===== src/rtl/riscv_run_pkg.sv =====
// rtl/riscv_run_pkg.sv - shared state encodings for the run controller
package riscv_run_pkg;

  localparam int STATE_W = 3;

  typedef enum logic [STATE_W-1:0] {
    S_IDLE  = 3'd0,
    S_RESET = 3'd1,
    S_RUN   = 3'd2,
    S_PAUSE = 3'd3,
    S_DONE  = 3'd4
  } run_state_t;

endpackage


===== src/rtl/riscv_popcount.sv =====
// rtl/riscv_popcount.sv - combinational population count of a per-core strobe vector
module riscv_popcount #(
  parameter int NUM_CORES = 1,
  parameter int OUT_W     = $clog2(NUM_CORES + 1)
) (
  input  logic [NUM_CORES-1:0] bits,
  output logic [OUT_W-1:0]     count
);

  always_comb begin
    count = '0;
    for (int i = 0; i < NUM_CORES; i++) begin
      count = count + OUT_W'(bits[i]);
    end
  end

endmodule


===== src/rtl/riscv_run_ctrl.sv =====
// rtl/riscv_run_ctrl.sv - core reset sequencing, run gating, cycle/retire counting and completion detect
module riscv_run_ctrl
  import riscv_run_pkg::*;
#(
  parameter int              NUM_CORES    = 1,
  parameter int              RESET_CYCLES = 2,
  parameter longint unsigned MAX_CYCLES   = 1000,
  parameter int              CNT_W        = 32
) (
  input  logic                 clock,
  input  logic                 reset,
  input  logic                 ligar,
  input  logic [NUM_CORES-1:0] core_halt,
  input  logic [NUM_CORES-1:0] core_retire,
  output logic                 core_reset,
  output logic                 core_enable,
  output logic [CNT_W-1:0]     cycle_count,
  output logic [CNT_W-1:0]     retire_count,
  output logic [STATE_W-1:0]   state,
  output logic                 done,
  output logic                 timeout
);

  localparam int PC_W = $clog2(NUM_CORES + 1);
  localparam int RC_W = $clog2(RESET_CYCLES + 1);
  localparam logic [RC_W-1:0] RST_LOAD = RC_W'(RESET_CYCLES - 1);
  localparam bit TO_EN = (MAX_CYCLES != 0);

  run_state_t st, st_nxt;
  logic [RC_W-1:0]      rst_cnt, rst_cnt_nxt;
  logic [CNT_W-1:0]     cyc_nxt, ret_nxt, cyc_inc, ret_inc;
  logic [NUM_CORES-1:0] halted, halted_nxt;
  logic                 done_nxt, timeout_nxt;
  logic [PC_W-1:0]      retire_pop;
  logic [CNT_W:0]       ret_sum;

  riscv_popcount #(.NUM_CORES(NUM_CORES), .OUT_W(PC_W)) u_popcount (
    .bits  (core_retire),
    .count (retire_pop)
  );

  // Both counters saturate instead of wrapping.
  assign cyc_inc = (&cycle_count) ? cycle_count : cycle_count + 1'b1;
  assign ret_sum = {1'b0, retire_count} + (CNT_W+1)'(retire_pop);
  assign ret_inc = ret_sum[CNT_W] ? '1 : ret_sum[CNT_W-1:0];
  assign state   = st;

  always_comb begin
    st_nxt      = st;
    rst_cnt_nxt = rst_cnt;
    cyc_nxt     = cycle_count;
    ret_nxt     = retire_count;
    halted_nxt  = halted;
    done_nxt    = done;
    timeout_nxt = timeout;
    case (st)
      S_IDLE: begin
        if (ligar) begin
          st_nxt      = S_RESET;
          rst_cnt_nxt = RST_LOAD;
          cyc_nxt     = '0;
          ret_nxt     = '0;
          halted_nxt  = '0;
          done_nxt    = 1'b0;
          timeout_nxt = 1'b0;
        end
      end
      S_RESET: begin
        if (rst_cnt == '0) st_nxt = S_RUN;
        else               rst_cnt_nxt = rst_cnt - 1'b1;
      end
      S_RUN: begin
        cyc_nxt    = cyc_inc;
        ret_nxt    = ret_inc;
        halted_nxt = halted | core_halt;
        // Completion by halt takes priority over both budget and pause.
        if (&halted_nxt) begin
          st_nxt   = S_DONE;
          done_nxt = 1'b1;
        end else if (TO_EN && (64'(cyc_inc) == MAX_CYCLES)) begin
          st_nxt      = S_DONE;
          done_nxt    = 1'b1;
          timeout_nxt = 1'b1;
        end else if (!ligar) begin
          st_nxt = S_PAUSE;
        end
      end
      S_PAUSE: if (ligar) st_nxt = S_RUN;
      S_DONE:  if (!ligar) st_nxt = S_IDLE;
      default: st_nxt = S_IDLE;
    endcase
  end

  always_ff @(posedge clock) begin
    if (!reset) begin
      st           <= S_IDLE;
      rst_cnt      <= '0;
      cycle_count  <= '0;
      retire_count <= '0;
      halted       <= '0;
      done         <= 1'b0;
      timeout      <= 1'b0;
      core_reset   <= 1'b1;
      core_enable  <= 1'b0;
    end else begin
      st           <= st_nxt;
      rst_cnt      <= rst_cnt_nxt;
      cycle_count  <= cyc_nxt;
      retire_count <= ret_nxt;
      halted       <= halted_nxt;
      done         <= done_nxt;
      timeout      <= timeout_nxt;
      core_reset   <= (st_nxt == S_IDLE) || (st_nxt == S_RESET);
      core_enable  <= (st_nxt == S_RUN);
    end
  end

endmodule


===== config.mk =====
export PLATFORM = sky130hd
export DESIGN_NAME = riscv_run_ctrl
export DESIGN_NICKNAME = d
export VERILOG_FILES = /design/src/rtl/riscv_run_pkg.sv /design/src/rtl/riscv_popcount.sv /design/src/rtl/riscv_run_ctrl.sv
export SDC_FILE = /design/constraint.sdc
export NUM_CORES = 1
export LEC_CHECK = 0
export ABC_AREA = 1
export CAP_MARGIN = 10
export CORE_UTILIZATION = 52
export DETAILED_ROUTE_END_ITERATION = 12
export GPL_TIMING_DRIVEN = 0
export PLACE_DENSITY_LB_ADDON = 0.15
export SYNTH_ARGS = -nofsm -noshare
export SYNTH_HDL_FRONTEND = slang
export SYNTH_SLANG_ARGS = --single-unit
export TNS_END_PERCENT = 1

===== constraint.sdc =====
create_clock -name clock -period 7.2 [get_ports clock]
set_clock_uncertainty 0.15 [all_clocks]
set_input_delay 1.44 -clock clock [delete_from_list [all_inputs] [get_ports clock]]
set_output_delay 1.44 -clock clock [all_outputs]
set_load 0.01 [all_outputs]

Word-level counts from Yosys, hierarchy flattened:

Index checks and enable logic that the tools add are counted.

* register bits after elaboration: 74
* input bits: 5

* bitwise gates (word level): 1
* muxes and demuxes: 23
* equal/unequal tests: 12
* reductions and logical operators: 11
* add/subtract/negate cells: 3

Operators by type and width (number)
* $pmux W32 S2: 2
* $mux W32: 3
* $add A32 B1 Y33: 1
* $add A32 B1 Y32 const B: 1
* $eq A32 B10 Y1 const B: 1
* $reduce_and A32 Y1: 1
* $mux W3: 7
* $pmux W3 S5: 1
* $eq A3 B2 Y1 const B: 3
* $ne A2 B2 Y1 const B: 4
* $eq A3 B1 Y1 const B: 2
* $logic_not A3 Y1: 2
* $pmux W1 S2: 3
* $reduce_and A3 Y1: 2
* $mux W1: 4
* $mux W2: 2
* $pmux W2 S2: 1
* $reduce_and A4 Y1: 1
* $reduce_bool A2 Y1: 2
* $eq A3 B3 Y1 const B: 1
* $ne A3 B3 Y1 const B: 1
* $logic_not A2 Y1: 1
* $reduce_and A2 Y1: 1
* $sub A2 B1 Y2 const B: 1
* 2 further kinds: 2

Longest topological paths before layout:

Gate-level depths: netlist of run 1.

* depth in word-level cells: 8
* mapped depth: 17

By module:

From an unflattened synthesis of run 1, not the netlist that was laid out.

* cells, all modules: 875
* area, all modules: 5058.6 um2

Modules (own cells, without submodules)
* riscv_run_ctrl: instances 1, cells an instance 874, area each 5051.1 um2
* riscv_popcount: instances 1, cells an instance 1, area each 7.5 um2

Worst setup path after synthesis of run 1:

OpenSTA, ideal clock, no wires.

* kind: input-to-reg
* start point: input core_retire
* end point: register retire_count[25]
* required time: 6.980 ns
* stages: 15
* setup slack: 3.857 ns
* arrival time: 3.122 ns
* path through: ha_1 -> ha_1 -> nand2_1 -> inv_1 -> nand2_1 -> inv_1 -> nand2_1 -> nor3_1 -> nand4_1 -> nor2_1 -> nand2_1 -> o21ai_0 -> a21o_1 -> nand2_1 -> a21oi_1

* cells in the longest elaborated chain, start to end: 3

RTL lines
* start, declared: RTL line riscv_run_ctrl.sv:14 `input logic [NUM_CORES-1:0] core_retire,`
* $add A32 B1 Y33: RTL line riscv_run_ctrl.sv:44 `assign ret_sum = {1'b0, retire_count} + (CNT_W+1)'(retire_pop);`
* $mux W32: RTL line riscv_run_ctrl.sv:45 `assign ret_inc = ret_sum[CNT_W] ? '1 : ret_sum[CNT_W-1:0];`
* $pmux W32 S2: RTL line riscv_run_ctrl.sv:56 `case (st)`
* end signal, assigned: RTL line riscv_run_ctrl.sv:109 `retire_count <= ret_nxt;`
* end, declared: RTL line riscv_run_ctrl.sv:18 `output logic [CNT_W-1:0] retire_count,`

No other way between the ends.
A chain may end at the register's enable or synchronous reset.

Worst setup path after layout of run 1:

* start point: input core_retire
* end point: register retire_count[22]

Same word-level chain as after synthesis.

==> results of run 1 <==
layer usage:
metal	global-route usage [%]	vias to the layer above
met5	0	-
met4	13.1	0
met3	5.20	38
met2	53.7	254
met1	44.0	2628
li1	-	2864
through the flow:
| step | util (%) | power [mW] |
|---|---|---|
| floorplan | - | 0.489 |
| global placement | 63.3 | 0.523 |
| detailed placement | 63.3 | 0.526 |
| CTS | 65.4 | 0.846 |
| global route | 65.4 | 0.877 |
| finish | 65.4 | 0.843 |
critical path: cells and delay by family:
family / cells / cell delay, ns
and+or+nand+nor: 6 / 1.17
buffers and inverters: 3 / 0.66
adders and majority gates: 2 / 0.34
AOI/OAI and AO/OA: 2 / 0.27
xor gates and xnor gates: 1 / 0.15
where the power goes:
part,total [mW],switching [mW],internal (mW)
Combinational,0.0970,0.0688,0.0282
Clock,0.325,0.164,0.161
Sequential,0.421,0.00492,0.416
cell type report:
cell class | instances | share of cell area, %
repair buffers | 75 | 12.4
clock inverters | 6 | 1.08
flip-flops and latches | 74 | 24.5
plain buffers | 27 | 1.88
clock buffers | 10 | 2.11
inverters | 76 | 4.72
multi-input cells | 655 | 50.6
well taps | 129 | 2.67
Yosys cell counts (3+ instances only):
cell type / count
a21oi_1: 75
buf_2: 4
clkbuf_1: 20
dfxtp_1: 74
ha_1: 4
inv_1: 74
nand2_1: 272
nand2_2: 7
nand3_1: 58
nand3b_1: 7
nand4_1: 19
nor2_1: 113
nor2_2: 3
nor3_1: 10
o21ai_0: 39
xnor2_1: 10
xor2_1: 14
worst min path at each step:
stage                           from          to  slack (ns)  cells after the start
after global routing         timeout     timeout        0.33                      2
final                        timeout     timeout        0.30                      2
after CTS                    timeout     timeout        0.31                      2
after detailed placement     timeout     timeout        0.30                      2
after global placement       timeout     timeout        0.29                      2
after floorplan           rst_cnt[0]  rst_cnt[0]        0.28                      1
cell families after synthesis:
logic type               count (synthesis)  share of synthesized area [%]
flip-flops                              74                           30.0
AND/OR/NAND/NOR                        501                           43.3
adder cells (fa/ha/maj)                  4                           1.01
AO/OA/AOI/OAI                          126                           13.3
XOR/XNOR                                24                           4.26
buffers and inverters                  103                           8.08
sequential cells by signal, summed over array words and instances (netlist names):
register / cells
core_reset: 1
core_enable: 1
cycle_count: 32
timeout: 1
done: 1
halted: 1
state: 3
rst_cnt: 2
retire_count: 32
==> flow_summary.toml, run 1 <==
[status]
status = "finished, final reports clean"

[logic_synthesis]
syn_area_per_cell_um2 = 5.94
async_flop_share_pct = 0
synth_top_area_share_pct = 30.0
yosysWarnings = 0
yosys.area.top_type = "dfxtp_1"
syn_nets = 841
synthDistinctLibCells = 38
synthTopCellsByArea = "dfxtp_1 (30%), nand2_1 (21%), nor2_1 (8.6%)"
seq_area_frac_synth_pct = 30.0
ys_ff_latch = 74
synth_edf_count = 0
synthesis.instances = 832
synth_ff_type = "dfxtp_1"
syn-cell-area_um2 = 4940

[clock_network]
clk_pin_slew_ns = 0.08
cts_sinks = 74
clock-root-buffer = "clkbuf_8"
cts_buffers = 9
clock_latency_ns = 0.35
cts_tree = "done"
post-cts-setup-buffer-count = 0
cts.path.max_buffers = 2
h-tree-depth = 3
cts_hold_buffers = 0
ctsResizeCount = 0

[power_and_ir_drop]
leakagePower_nw = 2.24
powerDensity_nw_per_um2 = 139
peakVddDrop_mv = 0.106

[die]
core_area_um2 = 9240
ioPinCount = 76
die_h_um = 99.5
dieArea_um2 = 9890
start_util_pct = 53.4
fp.dieW_um = 99.5
num_rows = 35

[routing]
met2WireLength_um = 7200
final_antenna_net_count = 0
vias = 5784
detail_route.first_pass.iterations = 5
via_per_inst = 5.50
route.detailed.drc = 0
drt_iter0_drc = 350
highest_layer = "met4"
wl_per_cell_um = 15.0
met1Wirelength_um = 6820
wirelength_um = 15800
dr_wl_met3_um = 1260

[setup_path]
cp.arrival_ns = 4.03
startpoint = "core_retire"
crit_type = "in2reg"
endpoint_kind = "register"
slowest_stage = "nor4_1"
cpMostUsedCell = "nand2_1"
worst_r2r_path_depth = 16
worst-path-max-fanout = 3
reg2reg_to = "core_enable"
cp-start-kind = "input port"
crit_path_cell_trace = "clkdlybuf4s50_1 -> ha_1 -> ha_1 -> nand2_1 -> inv_1 -> nand2_1 -> inv_1 -> nand2_1 -> nor2_1 -> nand3_1 -> nor4_1 -> xor2_1 -> o21ai_0 -> a21oi_1"
r2r_slack_ns = 4.20
critPathRequiredTime_ns = 7.27
r2r_start = "cycle_count[1]"
slowest_delay_ns = 0.61
critPathCapture = "retire_count[22]"

[placed_design]
hpwl_um = 12300
pre_cts_ws_ns = 2.94
place_inst = 1036
gp_congestion = 0.976
place_area_um2 = 5850
io_buffer_count = 75

[timing]
fin_crit_sh_pct = 55.0
min_period_ns = 3.96
hold_violations = 0
rsz0062_at_grt = "no"
tns_ns = 0
slew_viol_final = 0
worst_slew_margin_rel_pct = 48.5
hold-worst-slack_ns = 0.305
setup_violations = 0
setup_ws_ns = 3.24
tightest_slew_ns = 0.766
fmax_mhz = 253

[cells_and_area]
multi_input_area_um2 = 3060
design_area_um2 = 6040
finalNonFillerCells = 1052
seqCellArea_um2 = 1480
final_cell_mix = "nand2_1 (272), nor2_1 (113), a21oi_1 (75), clkdlybuf4s50_1 (75)"
diodes = 0
fin_nets = 927
drive_gt1_share_pct = 4.33
mostFrequentLayoutCell = "nand2_1"
fillers = 893
synthToLayoutAreaGrowth_pct = 22.4

[worst_hold_path]
hp-class = "reg2reg"

[flow_run]
maxCapViolCount = 0

[grt]
grt_max_degree = 14
grt_pass1_vias = 5313
grt_first_pass_wirelength_um = 25500
grt-ovfl-total = 0
grtUsageTotal_pct = 33.1
antenna_found_initial = 0
No activity file was read; power rests on OpenSTA's default activity.
==> inputs of run 2 (changes only) <==
Settings changed: CORE_UTILIZATION 52 to 50.
Clock period 7.2 ns to 3.2 ns, I/O delays scaled along.
==> run 2 against run 1 <==
Net effect:
- worst setup slack got worse by 3.0 ns
- power up 130%
- global-route usage is 1.7 points lower
- final cell count grew 0.19%
- critical path depth increased by 2
- register-to-register slack got worse by 4.0 ns
- worst hold slack gained 0.0063 ns
- first-iteration DRC count unchanged
- sequential power grew 120%
- flip-flop and latch count unchanged
- critical endpoint is now core_enable
- largest cell class unchanged
==> flow_summary.toml, run 2 (synthesis results as in run 1) <==
[cells_and_area]
finalNonFillerCells = 1054
final_cell_mix = "nand2_1 (272), nor2_1 (113), a21oi_1 (75), clkdlybuf4s50_1 (75)"
multi_input_area_um2 = 3080
fin_nets = 929
synthToLayoutAreaGrowth_pct = 23.0
diodes = 0
fillers = 928
mostFrequentLayoutCell = "nand2_1"
design_area_um2 = 6080
final_util_pct = 64.5
drive_gt1_share_pct = 4.76
seqCellArea_um2 = 1480

[power_and_ir_drop]
leakagePower_nw = 2.27
finalPower_mw = 1.90
peakVddDrop_mv = 0.216
powerDensity_nw_per_um2 = 313

[die]
num_rows = 35
fp.dieW_um = 101
ioPinCount = 76
dieArea_um2 = 10300
die_h_um = 101
start_util_pct = 52.5
core_area_um2 = 9420

[timing]
slew_viol_final = 0
hold_violations = 0
worst_slew_margin_rel_pct = 49.4
fin_crit_sh_pct = 92.8
hold-worst-slack_ns = 0.311
setup_ws_ns = 0.230
rsz0062_at_grt = "no"
tns_ns = 0
setup_violations = 0
fmax_mhz = 337
min_period_ns = 2.97
tightest_slew_ns = 0.748

[setup_path]
cp-start-kind = "register"
path_buf_inv = 1
r2r_start = "cycle_count[1]"
cpMostUsedCell = "nand2_1"
path_delay_family = "simple AND/OR/NAND/NOR gates"
worst_r2r_path_depth = 16
r2r_slack_ns = 0.23
crit_type = "reg2reg"
worst-path-max-fanout = 10
critPathRequiredTime_ns = 3.30
slowest_stage = "dfxtp_1"
reg2reg_to = "core_enable"
endpoint_kind = "register"
cp.arrival_ns = 3.07
cp_num_cells = 16
crit_path_cell_trace = "ha_1 -> inv_2 -> nor2_4 -> nand2_4 -> nor2_8 -> nand3_1 -> nand2_1 -> nand2_1 -> nor2_1 -> nand2_1 -> nor2_1 -> nand3_2 -> nand3_2 -> nand2_1 -> nand2_1 -> nor2_1"
slowest_delay_ns = 0.47

[routing]
drt_iter0_drc = 350
via_per_inst = 5.45
wirelength_um = 15600
wl_per_cell_um = 14.8
final_antenna_net_count = 0
route.detailed.drc = 0
detail_route.first_pass.iterations = 6
vias = 5747

[grt]
grt_max_degree = 14
grt_first_pass_wirelength_um = 24900
grt-ovfl-total = 0
grt_pass1_vias = 4960
grtUsageTotal_pct = 31.4
antenna_found_initial = 0

[clock_network]
clk_pin_slew_ns = 0.08
cts_sinks = 74
cts_hold_buffers = 0
cts_tree = "done"
cts_buffers = 9
clock_latency_ns = 0.35
h-tree-depth = 3
clock-root-buffer = "clkbuf_8"
cts.path.max_buffers = 2

[worst_hold_path]
hold_start = "done"
min_to = "done"
hold_depth = 2
hp-class = "reg2reg"

[placed_design]
place_area_um2 = 5850
gp_congestion = 0.979
place_inst = 1036
hpwl_um = 12100
pre_cts_ws_ns = -0.229
io_buffer_count = 75

[status]
status = "finished, final reports clean"

[flow_run]
maxCapViolCount = 0
## run 2: cell types whose count changed in the layout (fill, tap and decap cells not counted), sizes merged
cell / delta
buf: +2
## run 2: repair_timing
item	CTS	global route
buffers inserted	0	2
endpoints found under the setup margin	0	8
resized for setup	0	3
## run 2: worst max path at each step
stage	from	end	slack, ns
detailed placement	core_retire	retire_count[25]	-0.23
finish	cycle_count[1]	core_enable	0.23
CTS	core_retire	retire_count[25]	0.14
floorplan	core_retire	retire_count[25]	0.66
global placement	core_retire	retire_count[26]	-0.20
global route	core_retire	retire_count[25]	0.02
## run 2: layer usage
metal	vias to the layer above	track usage, %	part of all wire (%)
met3	23	3.38	7.8
met4	0	11.1	1.8
li1	2861	-	-
met2	253	46.6	43
met1	2610	46.7	48
met5	-	0	0
## run 2: cell type report
type / count / share of cell area, %
multi-input cells: 655 / 50.6
clock buffers: 10 / 2.10
clock inverters: 6 / 1.07
plain buffers: 27 / 1.87
well taps: 129 / 2.66
flip-flops and latches: 74 / 24.4
inverters: 76 / 4.70
repair buffers: 77 / 12.6
## run 2: worst register-to-register path: stages, from the launching register on
cell	delay [ns]
dfxtp_1	0.47
ha_1	0.40
inv_2	0.08
nor2_4	0.23
nand2_4	0.11
nor2_8	0.21
nand3_1	0.12
nand2_1	0.07
nand2_1	0.07
nor2_1	0.10
nand2_1	0.08
nor2_1	0.29
nand3_2	0.18
nand3_2	0.10
nand2_1	0.08
nand2_1	0.08
nor2_1	0.04
## run 2: where the power goes
| group | internal, mW | switching, mW |
|---|---|---|
| registers | 0.936 | 0.0115 |
| logic | 0.0634 | 0.153 |
| clock network | 0.362 | 0.379 |
| total | 1.36 | 0.543 |
